`config.mk`:
```
export PLATFORM = sky130hd
export DESIGN_NAME = mem_port_arbiter_flat
export DESIGN_NICKNAME = d
export VERILOG_FILES = /design/src/rtl/mem_port_arbiter_if.sv /design/src/rtl/mem_port_arbiter.sv /design/src/flat_wrapper.sv
export SDC_FILE = /design/constraint.sdc
export NUM_CORES = 1
export LEC_CHECK = 0
export BUFFER_PORTS_ARGS = -buffer_cell sky130_fd_sc_hd__buf_2
export CAP_MARGIN = 20
export CORE_MARGIN = 5
export CORE_UTILIZATION = 35
export CTS_CLUSTER_SIZE = 16
export DETAILED_ROUTE_END_ITERATION = 6
export GPL_ROUTABILITY_DRIVEN = 0
export GPL_TIMING_DRIVEN = 0
export PLACE_DENSITY = 0.62
export SLEW_MARGIN = 20
export SYNTH_ARGS = -nofsm -noshare
export SYNTH_HDL_FRONTEND = slang
export SYNTH_SLANG_ARGS = --single-unit
```
`constraint.sdc`:
```
create_clock -name clk -period 2 [get_ports clk]
set_input_delay 0.2 -clock clk [delete_from_list [all_inputs] [get_ports clk]]
set_output_delay 0.2 -clock clk [all_outputs]
set_load 0.005 [all_outputs]
```
`src/rtl/mem_port_arbiter_if.sv`:
```
// Request, response and memory-side bus of the unified IF/MEM memory port arbiter.
// The arbiter uses the slave modport; requesters and the memory macro use master.
interface mem_port_arbiter_if #(
    parameter int N = 32
);
    logic         if_req;
    logic [N-1:0] if_addr;
    logic [N-1:0] if_rdata;
    logic         if_ack;
    logic         dm_req;
    logic         dm_we;
    logic [N-1:0] dm_addr;
    logic [N-1:0] dm_wdata;
    logic [N-1:0] dm_rdata;
    logic         dm_ack;
    logic         mem_en;
    logic         mem_we;
    logic [N-1:0] mem_addr;
    logic [N-1:0] mem_wdata;
    logic [N-1:0] mem_rdata;
    logic         stall_if;
    logic         stall_mem;

    modport slave (
        input  if_req, if_addr, dm_req, dm_we, dm_addr, dm_wdata, mem_rdata,
        output if_rdata, if_ack, dm_rdata, dm_ack,
        output mem_en, mem_we, mem_addr, mem_wdata, stall_if, stall_mem
    );

    modport master (
        output if_req, if_addr, dm_req, dm_we, dm_addr, dm_wdata, mem_rdata,
        input  if_rdata, if_ack, dm_rdata, dm_ack,
        input  mem_en, mem_we, mem_addr, mem_wdata, stall_if, stall_mem
    );
endinterface

```
`src/rtl/mem_port_arbiter.sv`:
```
// Shares one fixed-latency memory port between instruction fetch and load/store, one access at a time.
// Define ARB_RR_EN for round-robin arbitration; otherwise dm has fixed priority over if.
module mem_port_arbiter #(
    parameter int N       = 32,
    parameter int MEM_LAT = 2
) (
    input  logic              clk,
    input  logic              rst,
    mem_port_arbiter_if.slave bus
);
    typedef enum logic [1:0] {IDLE, ISSUE, WAIT, DONE} state_t;

    localparam logic [3:0] LAT = 4'(MEM_LAT);

    state_t       r_state;
    logic         r_gnt_dm;
    logic [3:0]   r_cnt;
    logic         r_mem_en;
    logic         r_mem_we;
    logic [N-1:0] r_mem_addr;
    logic [N-1:0] r_mem_wdata;
    logic [N-1:0] r_if_rdata;
    logic [N-1:0] r_dm_rdata;
    logic         r_if_ack;
    logic         r_dm_ack;
    logic         w_if_elig;
    logic         w_dm_elig;
    logic         w_pick_dm;
    logic         w_grant;

    // In DONE the requester being acked still holds req for this cycle; it must not win again.
    assign w_if_elig = bus.if_req & ~((r_state == DONE) & ~r_gnt_dm);
    assign w_dm_elig = bus.dm_req & ~((r_state == DONE) &  r_gnt_dm);
    assign w_grant   = ((r_state == IDLE) | (r_state == DONE)) & (w_if_elig | w_dm_elig);

`ifdef ARB_RR_EN
    logic r_last_dm;

    assign w_pick_dm = w_dm_elig & (~w_if_elig | ~r_last_dm);

    always_ff @(posedge clk) begin
        if (rst)
            r_last_dm <= 1'b0;
        else if (w_grant)
            r_last_dm <= w_pick_dm;
    end
`else
    assign w_pick_dm = w_dm_elig;
`endif

    always_ff @(posedge clk) begin
        if (rst) begin
            r_state     <= IDLE;
            r_gnt_dm    <= 1'b0;
            r_cnt       <= 4'd0;
            r_mem_en    <= 1'b0;
            r_mem_we    <= 1'b0;
            r_mem_addr  <= '0;
            r_mem_wdata <= '0;
            r_if_rdata  <= '0;
            r_dm_rdata  <= '0;
            r_if_ack    <= 1'b0;
            r_dm_ack    <= 1'b0;
        end else begin
            r_mem_en <= 1'b0;
            r_if_ack <= 1'b0;
            r_dm_ack <= 1'b0;
            case (r_state)
                IDLE, DONE: begin
                    if (w_grant) begin
                        // The memory command registers double as the latched grant.
                        r_state    <= ISSUE;
                        r_gnt_dm   <= w_pick_dm;
                        r_mem_en   <= 1'b1;
                        r_mem_we   <= w_pick_dm & bus.dm_we;
                        r_mem_addr <= w_pick_dm ? bus.dm_addr : bus.if_addr;
                        if (w_pick_dm)
                            r_mem_wdata <= bus.dm_wdata;
                    end else begin
                        r_state <= IDLE;
                    end
                end
                ISSUE: begin
                    r_cnt   <= LAT;
                    r_state <= WAIT;
                end
                WAIT: begin
                    r_cnt <= r_cnt - 4'd1;
                    if (r_cnt == 4'd1) begin
                        r_state <= DONE;
                        if (r_gnt_dm) begin
                            r_dm_ack <= 1'b1;
                            if (!r_mem_we)
                                r_dm_rdata <= bus.mem_rdata;
                        end else begin
                            r_if_ack   <= 1'b1;
                            r_if_rdata <= bus.mem_rdata;
                        end
                    end
                end
                default: r_state <= IDLE;
            endcase
        end
    end

    assign bus.mem_en    = r_mem_en;
    assign bus.mem_we    = r_mem_we;
    assign bus.mem_addr  = r_mem_addr;
    assign bus.mem_wdata = r_mem_wdata;
    assign bus.if_rdata  = r_if_rdata;
    assign bus.dm_rdata  = r_dm_rdata;
    assign bus.if_ack    = r_if_ack;
    assign bus.dm_ack    = r_dm_ack;
    assign bus.stall_if  = bus.if_req & ~r_if_ack;
    assign bus.stall_mem = bus.dm_req & ~r_dm_ack;
endmodule

```
`src/flat_wrapper.sv`:
```
// flat-port wrapper written by rule: the top's interface ports become plain ports
module mem_port_arbiter_flat 
#(
    parameter int N       = 32,
    parameter int MEM_LAT = 2
)
  (clk, rst, bus_if_req, bus_if_addr, bus_dm_req, bus_dm_we, bus_dm_addr, bus_dm_wdata, bus_mem_rdata, bus_if_rdata, bus_if_ack, bus_dm_rdata, bus_dm_ack, bus_mem_en, bus_mem_we, bus_mem_addr, bus_mem_wdata, bus_stall_if, bus_stall_mem);
  mem_port_arbiter_if #(.N(N)) bus_i ();
  input  logic clk;
  input  logic rst;
  input wire logic [$bits(bus_i.if_req)-1:0] bus_if_req;
  input wire logic [$bits(bus_i.if_addr)-1:0] bus_if_addr;
  input wire logic [$bits(bus_i.dm_req)-1:0] bus_dm_req;
  input wire logic [$bits(bus_i.dm_we)-1:0] bus_dm_we;
  input wire logic [$bits(bus_i.dm_addr)-1:0] bus_dm_addr;
  input wire logic [$bits(bus_i.dm_wdata)-1:0] bus_dm_wdata;
  input wire logic [$bits(bus_i.mem_rdata)-1:0] bus_mem_rdata;
  output wire logic [$bits(bus_i.if_rdata)-1:0] bus_if_rdata;
  output wire logic [$bits(bus_i.if_ack)-1:0] bus_if_ack;
  output wire logic [$bits(bus_i.dm_rdata)-1:0] bus_dm_rdata;
  output wire logic [$bits(bus_i.dm_ack)-1:0] bus_dm_ack;
  output wire logic [$bits(bus_i.mem_en)-1:0] bus_mem_en;
  output wire logic [$bits(bus_i.mem_we)-1:0] bus_mem_we;
  output wire logic [$bits(bus_i.mem_addr)-1:0] bus_mem_addr;
  output wire logic [$bits(bus_i.mem_wdata)-1:0] bus_mem_wdata;
  output wire logic [$bits(bus_i.stall_if)-1:0] bus_stall_if;
  output wire logic [$bits(bus_i.stall_mem)-1:0] bus_stall_mem;
  assign bus_i.if_req = bus_if_req;
  assign bus_i.if_addr = bus_if_addr;
  assign bus_i.dm_req = bus_dm_req;
  assign bus_i.dm_we = bus_dm_we;
  assign bus_i.dm_addr = bus_dm_addr;
  assign bus_i.dm_wdata = bus_dm_wdata;
  assign bus_i.mem_rdata = bus_mem_rdata;
  assign bus_if_rdata = bus_i.if_rdata;
  assign bus_if_ack = bus_i.if_ack;
  assign bus_dm_rdata = bus_i.dm_rdata;
  assign bus_dm_ack = bus_i.dm_ack;
  assign bus_mem_en = bus_i.mem_en;
  assign bus_mem_we = bus_i.mem_we;
  assign bus_mem_addr = bus_i.mem_addr;
  assign bus_mem_wdata = bus_i.mem_wdata;
  assign bus_stall_if = bus_i.stall_if;
  assign bus_stall_mem = bus_i.stall_mem;
  mem_port_arbiter #(.N(N), .MEM_LAT(MEM_LAT)) u_core (.clk(clk), .rst(rst), .bus(bus_i));
endmodule
```
Word-level counts from Yosys, hierarchy flattened
Index checks and enable logic that the tools add are counted.

Bits in latches: 0. Bits of input ports: 133. Word-level logic and storage cells: 53. Bits in read-only memories: 0. Bits in writable memories: 0. Bits in registers: 139. Output and inout bits: 134. Memories kept: 0.

$lt $le $gt $ge: 0. Shift-type cells: 0. $mul: 0. Reductions and logical operators: 9. Add/subtract/negate cells: 1. Divide/modulo/power cells: 0. Mux-type cells: 8. Equal/unequal tests: 5. Bitwise gates (word level): 19.

Operator list (count): $mux 32 (1); $not 1->1 (9); $and 1x1->1 (8); $pmux 4 s2 (1); $pmux 2 s3 (1); $reduce_and 3->1 (2); $eq 2x2->1 const B (2); $eq 4x1->1 const B (1); $mux 1 (4); $reduce_and 4->1 (1); $reduce_or 2->1 (2); $sub 4x1->4 const B (1); $reduce_or 3->1 (1); $eq 2x1->1 const B (1); $logic_not 2->1 (1); $mux 2 (1); $ne 2x1->1 const B (1); $or 1x1->1 (2); $reduce_and 2->1 (1); $reduce_bool 2->1 (1).

Longest topological paths before layout
Gate-level depths: netlist of the first run.

Word-level depth: 8. Depth in mapped cells: 8. Gate-level depth less buffers: 6.

Worst setup path before layout of the first run
No wires, ideal clock.

Path kind: register to register. Start point: register u_core.r_state[0]. End point: register u_core.r_dm_rdata[0], in the netlist u_core.bus.dm_rdata[0]. Cell stages (with the launch flop): 9. Arrival time: 1.488 ns. Setup time: 0.132 ns. Path slack: 0.380 ns. Data required time: 1.868 ns. Buffers on the path: 2. Clock period less this slack: 1.620 ns. Cells stage by stage: dfxtp_1 > inv_1 > ha_1 > nand4bb_2 > or3_1 > clkbuf_1 > buf_2 > nand2_1 > a21oi_1.

Word-level cells in the longest chain between the ends: 2.

RTL lines: start, declared (line mem_port_arbiter.sv:15) `state_t r_state;`; start signal, assigned (line mem_port_arbiter.sv:53) `r_state <= IDLE;`; start signal, assigned (line mem_port_arbiter.sv:72) `r_state <= ISSUE;`; start signal, assigned (line mem_port_arbiter.sv:80) `r_state <= IDLE;`; $eq 2x2->1 (line mem_port_arbiter.sv:68) `case (r_state)`; $reduce_and 4->1 (no source line); end signal, assigned (line mem_port_arbiter.sv:94) `r_dm_rdata <= bus.mem_rdata;`; end, declared (line mem_port_arbiter.sv:23) `logic [N-1:0] r_dm_rdata;`.

No other way between the ends. A chain may end at the register's enable or synchronous reset.

Worst setup path after layout of the first run
Start point: register u_core.r_state[1]. End point: register u_core.r_dm_rdata[19], in the netlist u_core.bus.dm_rdata[19].

Same word-level chain as after synthesis.

==> results.txt, run 1 <==
* Clock root buffer master: sky130_fd_sc_hd__clkbuf_16
- Total number of placement rows: 45
- Area contributors post-synth: sky130_fd_sc_hd__dfxtp_1 (51%), sky130_fd_sc_hd__nand2_1 (14%), sky130_fd_sc_hd__a21oi_1 (12%)
- Global Route Usage Sum: approximately a fifth
- Synth Register Bits: roughly 140
- Number of distinct library cells after synthesis: 30
* Post-CTS setup buffer count: 0
- Maximum clock skew at final layout: between 0.007 and 0.008 ns
- For the worst setup path, the data arrival time is about 2.1 ns.
- Total wire length after detailed routing: approximately 18000 um
* Top achievable clock speed: 0.542 GHz
- Of all cell types, the one taking the most synthesized area is sky130_fd_sc_hd__dfxtp_1.
- The number of buffers and inverters on the critical path is 2.
- Setup repair after global routing could not meet its margin everywhere.
- Die X: around 140 um
* Post-DR vias/cell: about 4.7
* Effective utilization at floorplan: ~36%
- Iter 0 DRT Violations: ~190
- Skew-Pair Late Insertion Delay: approximately 0.4 ns
- The run finished with clean final reports.
* Synthesis-to-layout area growth: 39.8%
* Part of the cycle the worst path needs: between 90% and 100%
* Critical Path Source Type: register
* Residual DRC: 0
* Sequential cell area fraction in the yosys report: between 50% and 60%
- NumNets Final: ~1100
* Buffers from clock root to sink, at most: 2
- Time the final worst path needs with I/O delays and setup: ~1.8 ns
- Global-route wire length before repair: roughly 28000 um
* Maximum level of the CTS H-tree: 4
* Routed len/inst: ~15 um
- Num Clock Sinks: 139
- Worst hold endpoint: u_core.bus.mem_wdata[2]$_SDFFE_PP0P_
- TritonCTS Buffers: 17
- Number of antenna violations at the first check in global routing: 0
- Register Area: 2780 sq um
- In this run the cell area of the synthesized design comes to around 5500 sq um.
- Setup violations remaining at the end of the flow were counted as 0.
* Ratio of total power to cell area: 1130 nW/um^2
- The synthesized design devotes to its leading area cell type between 50% and 60% of total area.
- CP delay by family, top: simple AND/OR/NAND/NOR gates
- The worst-case IR drop observed on VDD is ~0.59 mV.
- Placed Area: 7060 sq um
- 0 antenna diodes ended up in the layout.
* Via count of the first global-routing pass: ~5300
- Clock slew at reported path FFs: approximately 0.06 ns
* Final hold slack: between 0.015 and 0.02 ns
- The number of nets handed over by synthesis was around 800.
* Final hold violation count: 0
* Fillers: roughly 1600
- Flop2flop setup slack: around 0.16 ns
- From bottom edge to top edge, the die measures approximately 140 um.
- Largest net degree at the start of global routing: 17
- Maximum net fanout on the critical path: 10
* Worst min-delay path startpoint: bus_dm_wdata[2]
* Critical path cell sequence: ha_2 > nand4bb_2 > or3_1 > clkbuf_1 > buf_2 > nand2_1 > a21oi_1
- Pin placement for this block handled about 270 I/O pins.
- Vias after detailed routing: approximately 5500
- Measured on the finished design, the core utilization comes to between 50% and 60%.
- In the final layout, the multi-input gates occupy 2370 sq um.
- Worst slew margin relative to its limit: 58.2%
* CTS tree: yes
- Overall power of the completed layout: a little under 0.009 W
- Number of pins exceeding their max-slew limit in the final report: 0
- Cells with a size suffix above 1 make up between 30% and 40% of the layout.
- At the worst endpoint, the required time is about 2.3 ns.
- Sort of element at the end of the critical path: register
* Input/output buffers: between 200 and 300
- Summed over all layers, the global routing overflow is 0.
* Synthesized area per cell: between 8 and 9 sq um
* Design area: roughly 7700 sq um
- Worst min-delay path class: input port to register
- At the pin with the least slew margin, the transition time is around 0.63 ns.
* DP Wirelength: 13800 um
- Core box area: 15300 sq um
- Worst reg2reg path endpoint: u_core.bus.dm_rdata[19]$_SDFFE_PP0P_
- Largest incremental delay on the critical path: about 0.36 ns
- R2R cell count: 7
* Max cap viols: 0
- The floorplan step defined a die boundary enclosing between 15000 and 20000 sq um.
* Number of cells on the worst hold path: 3
* Yosys warns: 0
- Type of the worst setup path: register to register
- Length of the first detailed-routing pass in iterations: 4
- Crit Reg-Reg Startpoint: u_core.r_state[1]$_SDFFE_PP0P_
- Summed over all cells, the static leakage comes to about 3.5 nW.
- The cell count after synthesis came out at approximately 670.
- Slowest-stage cell, CP: sky130_fd_sc_hd__dfxtp_1
- In this run the remaining antenna-violating nets after routing total 0.
-- state kept, by name (all words and copies together) (netlist names) --
| signal | count |
|---|---|
| u_core.bus.dm_rdata | 32 |
| u_core.bus.if_rdata | 32 |
| u_core.bus.mem_addr | 32 |
| u_core.bus.mem_wdata | 32 |
| u_core.r_cnt | 4 |
| u_core.r_state | 2 |
| u_core.bus.dm_ack | 1 |
| u_core.bus.if_ack | 1 |
| u_core.bus.mem_en | 1 |
| u_core.bus.mem_we | 1 |
| u_core.r_gnt_dm | 1 |
-- synth_stat cells --
cell and number:
sky130_fd_sc_hd__nor3_1 1, sky130_fd_sc_hd__and2_1 1, sky130_fd_sc_hd__or3b_2 1, sky130_fd_sc_hd__dfxtp_1 139
sky130_fd_sc_hd__a211oi_1 1, sky130_fd_sc_hd__nor4b_1 1, sky130_fd_sc_hd__buf_8 2, sky130_fd_sc_hd__ha_1 4
sky130_fd_sc_hd__buf_2 19, sky130_fd_sc_hd__nand2b_1 4, sky130_fd_sc_hd__a21oi_2 1, sky130_fd_sc_hd__clkbuf_1 27
sky130_fd_sc_hd__or2_1 1, sky130_fd_sc_hd__or3_1 34, sky130_fd_sc_hd__mux2i_1 32, sky130_fd_sc_hd__nand4bb_2 1
sky130_fd_sc_hd__a21oi_1 135, sky130_fd_sc_hd__nor2_1 8, sky130_fd_sc_hd__nor3_2 1, sky130_fd_sc_hd__inv_1 4
sky130_fd_sc_hd__buf_4 1, sky130_fd_sc_hd__a311oi_1 1, sky130_fd_sc_hd__o21ai_0 23, sky130_fd_sc_hd__nor2b_1 3
sky130_fd_sc_hd__a21o_1 1, sky130_fd_sc_hd__o21ai_1 13, sky130_fd_sc_hd__buf_12 1, sky130_fd_sc_hd__a21boi_2 1
sky130_fd_sc_hd__buf_6 5, sky130_fd_sc_hd__nand2_1 199
-- how the worst max path moves through the flow --
stage | to | start | slack (ns) | depth (start not counted)
6_report | u_core.bus.dm_rdata[19]$_SDFFE_PP0P_ | u_core.r_state[1]$_SDFFE_PP0P_ | 0.16 | 7
2_1_floorplan | u_core.bus.dm_rdata[0]$_SDFFE_PP0P_ | u_core.r_state[0]$_SDFFE_PP0P_ | 0.38 | 8
3_5_place_dp | u_core.bus.mem_wdata[29]$_SDFFE_PP0P_ | u_core.r_state[0]$_SDFFE_PP0P_ | 0.05 | 7
5_1_grt | u_core.bus.dm_rdata[17]$_SDFFE_PP0P_ | u_core.r_state[1]$_SDFFE_PP0P_ | -0.02 | 7
4_1_cts | u_core.bus.mem_wdata[28]$_SDFFE_PP0P_ | u_core.r_state[0]$_SDFFE_PP0P_ | 0.04 | 7
3_3_place_gp | u_core.bus.mem_wdata[27]$_SDFFE_PP0P_ | u_core.r_state[0]$_SDFFE_PP0P_ | 0.05 | 7
-- per-layer routing --
metal | global-route usage [%] | share of wire [%]
met2 | 31.2 | 47
met4 | 7.22 | 2.4
met1 | 23.8 | 44
met5 | 0 | 0
met3 | 5.51 | 6.6
-- power breakdown --
group	switching, W	internal (W)
Clock	0.00119	0.00187
Sequential	0.000207	0.00319
Combinational	0.00128	0.000929
-- metrics by stage --
step / cells / setup TNS, ns / setup WS, ns
after floorplan: 665 / 0 / 0.380
after global placement: 1141 / 0 / 0.0453
after detailed placement: 1141 / 0 / 0.0475
after CTS: 1173 / 0 / 0.0408
after global routing: 1173 / -0.0265 / -0.0166
final: 1173 / 0 / 0.156
-- final cells by class --
| type | count | area share [%] |
|---|---|---|
| buffer | 55 | 4.07 |
| clock buffer | 23 | 6.51 |
| clock inverter | 9 | 1.13 |
| inverter | 4 | 0.196 |
| multi-input combinational | 467 | 30.9 |
| sequential | 139 | 36.4 |
| tap | 211 | 3.45 |
| timing repair buffer | 265 | 17.3 |
-- tightest hold or removal path, stage by stage --
cell and delay, ns:
sky130_fd_sc_hd__buf_2 0.09, sky130_fd_sc_hd__nand2_1 0.04, sky130_fd_sc_hd__a21oi_1 0.05
-- cell usage in the layout (no fill, tap or decap), types with 2 or more instances in the layout --
cell / count
sky130_fd_sc_hd__a21oi_1: 135
sky130_fd_sc_hd__buf_2: 284
sky130_fd_sc_hd__buf_6: 5
sky130_fd_sc_hd__buf_8: 2
sky130_fd_sc_hd__clkbuf_1: 27
sky130_fd_sc_hd__clkbuf_16: 17
sky130_fd_sc_hd__clkbuf_8: 5
sky130_fd_sc_hd__clkinv_2: 2
sky130_fd_sc_hd__clkinvlp_4: 5
sky130_fd_sc_hd__dfxtp_1: 139
sky130_fd_sc_hd__ha_1: 3
sky130_fd_sc_hd__inv_1: 4
sky130_fd_sc_hd__mux2i_1: 32
sky130_fd_sc_hd__nand2_1: 199
sky130_fd_sc_hd__nand2b_1: 4
sky130_fd_sc_hd__nor2_1: 8
sky130_fd_sc_hd__nor2b_1: 3
sky130_fd_sc_hd__o21ai_0: 23
sky130_fd_sc_hd__o21ai_1: 13
sky130_fd_sc_hd__or3_1: 34
-- timing repair --
item | in CTS | in global routing
hold buffers | 0 | 0
setup endpoints to repair | 0 | 71
endpoints found under the hold margin | 0 | 0
resized for setup | 0 | 3
-- kinds of logic after synthesis --
group,share of synthesized area (%)
fa+ha+maj,0.915
buf+inv,5.94
mux,5.85
simple gates,20.0
flops,50.8
compound gates,16.4
(Power assumes the default switching activity.)
==> inputs of run 2 (changes only) <==
--- a/config.mk
+++ b/config.mk
@@ -7,13 +7,15 @@
 export LEC_CHECK = 0
 export BUFFER_PORTS_ARGS = -buffer_cell sky130_fd_sc_hd__buf_2
 export CAP_MARGIN = 20
+export CELL_PAD_IN_SITES_DETAIL_PLACEMENT = 1
+export CELL_PAD_IN_SITES_GLOBAL_PLACEMENT = 2
 export CORE_MARGIN = 5
-export CORE_UTILIZATION = 35
+export CORE_UTILIZATION = 25
 export CTS_CLUSTER_SIZE = 16
 export DETAILED_ROUTE_END_ITERATION = 6
 export GPL_ROUTABILITY_DRIVEN = 0
 export GPL_TIMING_DRIVEN = 0
-export PLACE_DENSITY = 0.62
+export PLACE_DENSITY = 0.78
 export SLEW_MARGIN = 20
 export SYNTH_ARGS = -nofsm -noshare
 export SYNTH_HDL_FRONTEND = slang
==> results.txt, run 2 (synthesized netlist as in run 1, its figures left out) <==
- The starting density of the core is 25.2% (-11 points).
- Die X: 158 um (+17%)
- The final period utilization is 91.2% (-1.0 points).
- The clock transition at the register clock pins on the worst setup and hold paths after CTS was 0.06 ns (about the same).
* Slowest-stage cell, CP: sky130_fd_sc_hd__dfxtp_1
- The data arrival time of the critical path came to 2.10 ns (about the same).
- The initial antenna violation count was 1 (+1).
- The height of the chip came to 158 um (+17%).
- Leakage dissipation: 3.50 nW (+0.41%)
- The sequential group share of total power was 38.9% (-0.3 points).
* Core box area: 21700 sq um (+42%)
* Input/output buffers: 265 (unchanged)
- The critical path in this run is classified as register to register.
* Ratio of total power to cell area: 1130 nW/um^2 (-0.65%)
* TritonCTS Buffers: 17 (unchanged)
- Largest net degree at the start of global routing: 17 (unchanged)
* Num Clock Sinks: 139 (unchanged)
* Max cap viols: 0 (unchanged)
* Maximum clock skew at final layout: 0.0107 ns (+0.00331 ns)
- The worst endpoint required time was 2.28 ns (about the same).
* Post-route core utilization: 35.8% (-14 points)
* Worst min-delay path startpoint: bus_dm_wdata[9]
* Uppermost metal layer occupied by signal nets: met4
- Most common library cell in the layout ignoring fill and taps: sky130_fd_sc_hd__buf_2
* Overall power of the completed layout: 0.00874 W (+0.78%)
* Buffers from clock root to sink, at most: 2 (unchanged)
- The multi-input gate area in the final layout was 2390 sq um (+1.0%).
- Register Area: 2780 sq um (unchanged)
* Internal power contribution: 0.00596 W (-0.49%)
- Number of setup violations in the final report: 0 (unchanged)
* Residual DRC: 0 (unchanged)
* Ratio of cells with drive above 1 in the final layout: 34.8% (+0.35 points)
- Switching pwr: 0.00277 W (+3.6%)
- The worst hold path terminates at u_core.bus.mem_wdata[9]$_SDFFE_PP0P_.
- Max VDD drop: 0.401 mV (-32%)
- Clock network fraction of design power: 34.8% (-0.5 points)
* Most used cells in the layout excluding fill and tap cells: sky130_fd_sc_hd__buf_2 (284), sky130_fd_sc_hd__nand2_1 (199), sky130_fd_sc_hd__dfxtp_1 (139), sky130_fd_sc_hd__a21oi_1 (135), sky130_fd_sc_hd__or3_1 (34)
* Number of pins exceeding their max-slew limit in the final report: 0 (unchanged)
- Vias after detailed routing: 5573 (+1.1%)
- Met1 Routed Length: 8340 um (+5.9%)
- Top achievable clock speed: 0.548 GHz (+1.1%)
- R2R cell count: 7 (unchanged)
- The hold violation total from the final report was 0 (unchanged).
- The stage delay of the slowest cell on the critical path is 0.39 ns (+0.03 ns).
* NumNets Final: 1086 (unchanged)
- The remaining global-route overflow is 0 (unchanged).
- STA classifies the critical path startpoint as a register.
- The accumulated negative setup slack was 0 ns (unchanged).
- The signal on the critical path passes through ha_1 > nand4bb_4 > or3_1 > clkbuf_1 > clkbuf_4 > nand2_1 > a21oi_1.
- DP Wirelength: 15400 um (+12%)
- Worst-margin pin slew: 0.715 ns (+0.0873 ns)
- Net switching share of the total power: 31.8% (+0.88 points)
* Worst slew margin relative to its limit: 52.4% (-5.8 points)
* Length of the first detailed-routing pass in iterations: 6 (+2)
- Die Outline Area: 24900 sq um (+37%)
- Via count of the first global-routing pass: 5867 (+11%)
* Total number of placement rows: 54 (+20%)
- The count of pins on the block boundary came to 267 (unchanged).
* Proportion of power drawn by combinational gates: 26.3% (+0.8 points)
- Flop2flop setup slack: 0.18 ns (+0.02 ns)
- Post-CTS setup buffer count: 0 (unchanged)
- Maximum net fanout on the critical path: 10 (unchanged)
- The CTS H-tree depth came to 4 (unchanged).
- The detailed-routed wire length on met2 was 10000 um (+19%).
* Routed len/inst: 16.1 um (+5.3%)
- Clock root buffer master: sky130_fd_sc_hd__clkbuf_16
* Total wire length after detailed routing: 20000 um (+12%)
* Worst reg2reg path endpoint: u_core.bus.dm_rdata[2]$_SDFFE_PP0P_
* Placed Area: 7150 sq um (+1.2%)
- Design area: 7760 sq um (+1.4%)
* Synthesis-to-layout area growth: 41.8%
- Number of cells on the worst hold path: 3 (unchanged)
- Skew-Pair Late Insertion Delay: 0.42 ns (about the same)
- The worst hold path belongs to the class input port to register.
- Unrepaired setup endpoints after global routing: false
- The count of fill cells added during filler insertion was 2709 (+72%).
- The final antenna-violating net count came to 0 (unchanged).
* CP delay by family, top: simple AND/OR/NAND/NOR gates
- Length of routed met3 wiring: 1240 um (+5.2%)
- Sort of element at the end of the critical path: register
- The number of buffer and inverter stages on the critical path is 2 (unchanged).
- CTS tree: yes
- Iter 0 DRT Violations: 243 (+26%)
- The via count normalized by instance count is 4.48 (-4.7%).
- Global Route Usage Sum: 15.8% (-3.2 points)
* Global-route wire length before repair: 30900 um (+12%)
- Crit Reg-Reg Startpoint: u_core.r_cnt[0]$_SDFFE_PP0P_
- Outcome: finished clean
* Time the final worst path needs with I/O delays and setup: 1.82 ns (-0.0207 ns)
run 2: area by class of cell:
cell class | instances | area share, %
diodes | 3 | 0.0967
plain buffers | 54 | 4.06
clock buffers | 22 | 6.11
clock inverters | 9 | 1.14
inverters | 4 | 0.193
multi-input cells | 467 | 30.8
flip-flops and latches | 139 | 35.9
well taps | 280 | 4.51
repair buffers | 266 | 17.2
run 2: worst max-delay path by stage:
| stage | to | from | cells after the start |
|---|---|---|---|
| after CTS | u_core.bus.mem_wdata[23]$_SDFFE_PP0P_ | u_core.r_state[0]$_SDFFE_PP0P_ | 7 |
| final | u_core.bus.dm_rdata[2]$_SDFFE_PP0P_ | u_core.r_cnt[0]$_SDFFE_PP0P_ | 7 |
| after detailed placement | u_core.bus.mem_wdata[23]$_SDFFE_PP0P_ | u_core.r_state[0]$_SDFFE_PP0P_ | 7 |
| after global routing | u_core.bus.if_rdata[7]$_SDFFE_PP0P_ | u_core.r_cnt[1]$_SDFFE_PP0P_ | 8 |
| after global placement | u_core.bus.mem_wdata[23]$_SDFFE_PP0P_ | u_core.r_state[0]$_SDFFE_PP0P_ | 7 |
| after floorplan | u_core.bus.dm_rdata[0]$_SDFFE_PP0P_ | u_core.r_state[0]$_SDFFE_PP0P_ | 8 |
run 2: per-layer routing:
layer,global-route usage [%],vias to the layer above
li1,-,2791
met2,27.1,146
met3,3.88,21
met1,19.1,2615
met4,6.05,0
met5,0,-
run 2: timing repair:
action | 4_1_cts | 5_1_grt
hold endpoints to repair | 1 | 0
hold buffers | 1 | 0
resized for setup | 0 | 16
setup endpoints to repair | 0 | 104
run 2: power groups by stage:
stage          combinational, W  sequential, W  clock (W)
2_1_floorplan           0.00124        0.00348          0
3_3_place_gp            0.00228        0.00344          0
3_5_place_dp            0.00229        0.00346          0
4_1_cts                 0.00230        0.00340    0.00313
5_1_grt                 0.00261        0.00346    0.00325
6_report                0.00229        0.00340    0.00304
run 2: worst register-to-register path, cell delays in order, from the launching register on:
cell and delay (ns):
sky130_fd_sc_hd__dfxtp_1 0.39, sky130_fd_sc_hd__ha_1 0.26, sky130_fd_sc_hd__nand4bb_4 0.16, sky130_fd_sc_hd__or3_1 0.33, sky130_fd_sc_hd__clkbuf_1 0.16, sky130_fd_sc_hd__clkbuf_4 0.23
sky130_fd_sc_hd__nand2_1 0.09, sky130_fd_sc_hd__a21oi_1 0.06
run 2: per-stage QoR:
stage                     setup WS, ns  instances  hold slack (ns)
after floorplan                  0.380        665            0.336
after global routing            0.0202       1242          0.00480
final                            0.176       1244           0.0204
after CTS                       0.0146       1242        0.0000203
after global placement         0.00246       1210            0.439
after detailed placement        0.0174       1210            0.445
